File: src/rtl/gpio_edge_ctrl.sv
// gpio_edge_ctrl: register-mapped GPIO with synchronised inputs, edge-detect sticky status and irq
module gpio_edge_ctrl #(
    parameter int WIDTH       = 32,
    parameter int SYNC_STAGES = 2,
    parameter int ADDR_W      = 5
) (
    input  logic              clock,
    input  logic              reset_n,
    input  logic              req,
    input  logic              we,
    input  logic [ADDR_W-1:0] addr,
    input  logic [31:0]       wdata,
    output logic [31:0]       rdata,
    output logic              rvalid,
    input  logic [WIDTH-1:0]  gpio_input,
    output logic [WIDTH-1:0]  gpio_output,
    output logic [WIDTH-1:0]  gpio_direction,
    output logic              irq
);
    localparam int CW = $clog2(SYNC_STAGES + 2);
    localparam logic [CW-1:0] WARM = CW'(SYNC_STAGES + 1);

    logic [SYNC_STAGES-1:0][WIDTH-1:0] r_sync;
    logic [WIDTH-1:0]  r_prev;
    logic [WIDTH-1:0]  r_dir;
    logic [WIDTH-1:0]  r_out;
    logic [WIDTH-1:0]  r_rise_en;
    logic [WIDTH-1:0]  r_fall_en;
    logic [WIDTH-1:0]  r_status;
    logic [CW-1:0]     r_warm;
    logic              r_irq;

    logic              w_wr;
    logic              w_rd;
    logic [ADDR_W-3:0] w_word;
    logic              w_sel_dir;
    logic              w_sel_out;
    logic              w_sel_in;
    logic              w_sel_rise;
    logic              w_sel_fall;
    logic              w_sel_sts;
    logic              w_sel_set;
    logic              w_sel_clr;
    logic [WIDTH-1:0]  w_wd;
    logic [WIDTH-1:0]  w_in;
    logic              w_armed;
    logic [WIDTH-1:0]  w_set;
    logic [WIDTH-1:0]  w_w1c;
    logic [WIDTH-1:0]  w_out_nxt;
    logic [WIDTH-1:0]  w_rmux;
    logic              w_unused;

    assign w_wr       = req & we;
    assign w_rd       = req & ~we;
    assign w_word     = addr[ADDR_W-1:2];
    assign w_sel_dir  = w_word == (ADDR_W-2)'(0);
    assign w_sel_out  = w_word == (ADDR_W-2)'(1);
    assign w_sel_in   = w_word == (ADDR_W-2)'(2);
    assign w_sel_rise = w_word == (ADDR_W-2)'(3);
    assign w_sel_fall = w_word == (ADDR_W-2)'(4);
    assign w_sel_sts  = w_word == (ADDR_W-2)'(5);
    assign w_sel_set  = w_word == (ADDR_W-2)'(6);
    assign w_sel_clr  = w_word == (ADDR_W-2)'(7);
    assign w_wd       = wdata[WIDTH-1:0];
    assign w_in       = r_sync[SYNC_STAGES-1];
    assign w_unused   = ^{addr[1:0], wdata};

    // Edge events are suppressed until the sync chain and prev sample hold real pin values
    assign w_armed = r_warm == WARM;
    assign w_set   = w_armed ? ((w_in & ~r_prev & r_rise_en) | (~w_in & r_prev & r_fall_en)) : '0;
    assign w_w1c   = (w_wr & w_sel_sts) ? w_wd : '0;

    // Next OUT value: plain write, atomic set or atomic clear
    always_comb begin
        w_out_nxt = !w_wr     ? r_out :
                    w_sel_out ? w_wd :
                    w_sel_set ? (r_out | w_wd) :
                    w_sel_clr ? (r_out & ~w_wd) : r_out;
    end

    // Read mux; write-only and unmapped offsets read as zero
    always_comb begin
        w_rmux = w_sel_dir  ? r_dir :
                 w_sel_out  ? r_out :
                 w_sel_in   ? w_in :
                 w_sel_rise ? r_rise_en :
                 w_sel_fall ? r_fall_en :
                 w_sel_sts  ? r_status : '0;
    end

    // Input synchroniser, previous sample and warm-up counter
    always_ff @(posedge clock or negedge reset_n) begin
        if (!reset_n) begin
            r_sync <= '0;
            r_prev <= '0;
            r_warm <= '0;
        end else begin
            r_sync <= {r_sync[SYNC_STAGES-2:0], gpio_input};
            r_prev <= w_in;
            r_warm <= w_armed ? r_warm : r_warm + CW'(1);
        end
    end

    // Control registers written from the bus
    always_ff @(posedge clock or negedge reset_n) begin
        if (!reset_n) begin
            r_dir     <= '0;
            r_out     <= '0;
            r_rise_en <= '0;
            r_fall_en <= '0;
        end else begin
            r_out <= w_out_nxt;
            if (w_wr && w_sel_dir) r_dir <= w_wd;
            if (w_wr && w_sel_rise) r_rise_en <= w_wd;
            if (w_wr && w_sel_fall) r_fall_en <= w_wd;
        end
    end

    // Sticky status with W1C; a coinciding set beats the clear; irq follows one cycle later
    always_ff @(posedge clock or negedge reset_n) begin
        if (!reset_n) begin
            r_status <= '0;
            r_irq    <= 1'b0;
        end else begin
            r_status <= (r_status & ~w_w1c) | w_set;
            r_irq    <= |r_status;
        end
    end

    // Registered read response; rdata holds when no read is issued
    always_ff @(posedge clock or negedge reset_n) begin
        if (!reset_n) begin
            rdata  <= '0;
            rvalid <= 1'b0;
        end else begin
            rvalid <= w_rd;
            if (w_rd) rdata <= 32'(w_rmux);
        end
    end

    assign gpio_output    = r_out;
    assign gpio_direction = r_dir;
    assign irq            = r_irq;
endmodule

File: config.mk
export PLATFORM = sky130hd
export DESIGN_NAME = gpio_edge_ctrl
export DESIGN_NICKNAME = d
export VERILOG_FILES = /design/src/rtl/gpio_edge_ctrl.sv
export SDC_FILE = /design/constraint.sdc
export NUM_CORES = 1
export LEC_CHECK = 0
export ABC_AREA = 0
export CAP_MARGIN = 20
export CORE_MARGIN = 4
export CORE_UTILIZATION = 40
export DETAILED_ROUTE_END_ITERATION = 10
export PLACE_DENSITY_LB_ADDON = 0.3
export SLEW_MARGIN = 20
export SYNTH_ARGS = -nofsm -noshare
export SYNTH_HDL_FRONTEND = slang
export SYNTH_SLANG_ARGS = --single-unit
File: constraint.sdc
create_clock -name clock -period 2.2 [get_ports clock]
set_input_delay 0.44 -clock clock [delete_from_list [all_inputs] [get_ports clock]]
set_output_delay 0.44 -clock clock [all_outputs]
set_load 0.1 [all_outputs]
# ---- After elaboration in Yosys (flattened, before gate mapping)
# Cells that the tools add are included.
dict set report classes {
  reduce_logical 7
  n_mux 11
  add_sub_neg 1
  eq_ne 8
  n_bitwise 17
}
# op count
set op_table {}
lappend op_table {{$mux W32} 11}
lappend op_table {{$and A32 B32 Y32} 6}
lappend op_table {{$not A32 Y32} 4}
lappend op_table {{$or A32 B32 Y32} 3}
lappend op_table {{$reduce_or A32 Y1} 1}
lappend op_table {{$eq A3 B3 Y1 const B} 4}
lappend op_table {{$eq A3 B2 Y1 const B} 2}
lappend op_table {{$and A1 B1 Y1} 3}
lappend op_table {{$eq A3 B1 Y1 const B} 1}
lappend op_table {{$logic_and A1 B1 Y1} 3}
lappend op_table {{$logic_not A3 Y1} 1}
lappend op_table {{$reduce_bool A3 Y1} 1}
lappend op_table {{$add A2 B1 Y2 const B} 1}
lappend op_table {{$eq A2 B2 Y1 const B} 1}
lappend op_table {{$reduce_and A2 Y1} 1}
lappend op_table {{$not A1 Y1} 1}
dict set report word_totals {
  wordCells 56
  register_bits 292
  in_bits 73
}

# ---- Logic depth before layout (Yosys ltp)
dict set report logic_depth {
  depth_word 7
  ltp_mapped 7
  mapped_depth_nobuf 4
}

# ---- Worst setup path after synthesis
# Ideal clock, no wire load.
dict set report synth_timing {
  kind {input -> register}
  from {input addr[4]}
  to {register r_rise_en[10]}
  setup_slack_ns 0.476
  n_path_buf 3
  setup_time_ns 0.125
  stages 5
  arrival_time_ns 1.599
  cell_sequence {buf_2 > buf_2 > nor3b_2 > buf_4 > mux2_2}
}
dict set report synth_via {
  elab_chain_cells 2
}
# element line_no
set synth_rtl {}
lappend synth_rtl {{start, declared} 11} ;# input logic [ADDR_W-1:0] addr,
lappend synth_rtl {{$eq A3 B2 Y1} 59} ;# assign w_sel_rise = w_word == (ADDR_W-2)'(3);
lappend synth_rtl {{$logic_and A1 B1 Y1} 114} ;# if (w_wr && w_sel_rise) r_rise_en <= w_wd;
lappend synth_rtl {{end signal, assigned} 114}
lappend synth_rtl {{end, declared} 27} ;# logic [WIDTH-1:0] r_rise_en;
# No other way between the ends.
# A chain may end at the register's enable or synchronous reset.

==> reports/qor.yml <==
drv_slew: 0
mostFrequentLayoutCells: "292 x dfrtp_1, 172 x o21ai_0, 132 x buf_4"
cts_resized: 0
cp.depth: 1
yosys.area.top_type: "dfrtp_1"
crit_family: "flip-flops"
drive_above_1_share_pct: 23.99
critPathKind: "flip-flop to output port"
whs_ps: 326.1
cap_viol_max_count: 0
antenna_found_initial: 3
ys_seq_area_share_pct: 60.95
dr_total_vias: 8633
ioPinCount: 171
fin_crit_ps: 1729
r2r_cells: 3
run_status: "complete, no violations"
grt_max_degree: 67
drc: 0
endpoint: "gpio_output[26]"
finalNetCount: 1286
hold_depth: 1
drt-total-wl_um: 31950
place_ws_ps: 38.78
pwr_density_cell_nw_per_um2: 1125
worstSkewPairLatency_ps: 550
post-dp-hpwl_um: 21340
use_met2_pct: 30.89
grt_overflow: 0
netlist-cell-type-count: 34
r2r_end: "irq"
cp_slowest_cell: "dfrtp_1"
dr.first_iter.drc_count: 455
max_freq_ghz: 0.5782
critical_path_arrival_ps: 1290
grtUsageMet1_pct: 26.60
gr-usage-met3_pct: 3.020
crit_fanout: 3
drt_pass1_iterations: 5
tns_ps: 0
cts_buffers: 31
setup_ws_ps: 470.5
power_mw: 17.09
slowest_delay_ps: 420
place_congestion: 0.8052
hold_viol_final: 0
cts.sinks: 292
die_h_um: 181.1
rsz0062_at_grt: "false"
cts_tree: "built"
avgSynthCellArea_sq_um: 11.73
holdCritPathClass: "input port to flip-flop"
dieWidth_um: 181.1
r2r_slack_ps: 590
ctsHoldBuffers: 1
cp.required_ps: 1760
synth_area_sq_um: 11990
area_growth_pct: 26.74
synth_top_area_share_pct: 60.95
initial_utilization_pct: 40.45
dp_cells: 1568
ys_seq_elements: 292
final_area_sq_um: 15190
final_cells: 1626
htreeDepth: 1
syn_nets: 1096
path_buf_inv: 1
root_buffer: "clkbuf_16"
tightest_slew_ps: 584.0
grt_usage_pct: 19.07
finalSetupViolCount: 0
grt_pass1_vias: 8773
min_period_over_period_pct: 78.61
fin_util_pct: 51.26
yosysWarnings: 0
cp_cell_sequence: "buf_4"
fillers: 2648
synthCells: 1022
mostFrequentLayoutCell: "dfrtp_1"
synthTopCellsByArea: "dfrtp_1 61%, mux2_2 8.5%, o21ai_0 7.2%"
start_kind: "flip-flop"
die-area_sq_um: 32800
ir_worst_vdd_uv: 630.6
wl_per_cell_um: 19.65
ant_nets: 0
port_buffers: 168
dpl_cell_area_sq_um: 14160
clkTransAtPathRegs_ps: 60
power.leakage_nw: 6.772
endpoint_kind: "output port"
viasPerCell: 5.309
regToRegStartpoint: "r_status[14]"
fin_skew_ps: 9.264
grt.busiest_layer: "met2"
slew-limit-headroom_pct: 61.07
clock_path_buffers: 3
core_sq_um: 29640
rows: 63
postCtsSetupBuffers: 0
grt_pass1_wl_um: 50230
area by class of cell:
class	count	area (sq um)	share of cell area (%)
tap	390	488.0	3.212
inverter	33	123.9	0.8153
timing repair buffer	214	1927	12.68
antenna	2	5.005	0.03294
sequential	292	7307	48.09
multi-input combinational	640	4325	28.47
clock inverter	9	75.07	0.4941
clock buffer	46	942.2	6.201
kinds of logic (layout without fill, tap and decap cells):
family                   Yosys count  after routing  synth area share [%]
AO/OA/AOI/OAI                    251            251                 12.16
XOR/XNOR                           1              1               0.07307
adder cells (fa/ha/maj)            1              1                0.1044
buffers and inverters             90            302                 3.298
flip-flops                       292            292                 60.95
multiplexers                     164            164                 14.71
other                              0              2                     0
AND/OR/NAND/NOR                  223            223                 8.705
synth_stat cells:
library cell / n
dfrtp_1: 292
o21ai_0: 172
nand2_1: 128
mux2_2: 90
mux2i_1: 67
nor2_1: 36
inv_1: 33
a22o_1: 32
nand3b_1: 32
clkbuf_1: 29
o211ai_1: 28
buf_2: 16
o21ai_1: 13
buf_4: 9
nor4_1: 8
mux2_1: 7
nand3_1: 6
a22oi_1: 3
nand2b_1: 3
buf_1: 2
nand4_1: 2
nor3b_2: 2
a21o_1: 1
a21oi_1: 1
a31oi_1: 1
clkbuf_4: 1
ha_1: 1
nor3_2: 1
nor3b_1: 1
nor4_2: 1
or2_2: 1
or3_1: 1
or3b_1: 1
xnor2_1: 1
how the worst min path moves through the flow:
stage | from | endpoint | slack [ps]
final | gpio_input[24] | r_sync[24] | 330
after CTS | gpio_input[16] | r_sync[16] | 310
after detailed placement | r_sync[12] | w_in[12] | 330
after global routing | gpio_input[16] | r_sync[16] | 310
after global placement | r_sync[9] | w_in[9] | 330
after floorplan | reset_n | async pin | 140
power breakdown:
| part | total, mW | internal (mW) | switching, mW | leakage, nW |
|---|---|---|---|---|
| logic | 5.12 | 1.32 | 3.80 | 2.83 |
| clock network | 5.14 | 3.05 | 2.09 | 0.504 |
| registers | 6.83 | 6.18 | 0.649 | 3.44 |
| total | 17.1 | 10.6 | 6.54 | 6.77 |
metal layers:
layer / vias up / part of all wire [%]
met5: - / 0.041
met4: 2 / 2.8
met3: 64 / 4.8
met2: 226 / 48
met1: 4359 / 44
li1: 3982 / -
Power figures use the tool's default switching activity.
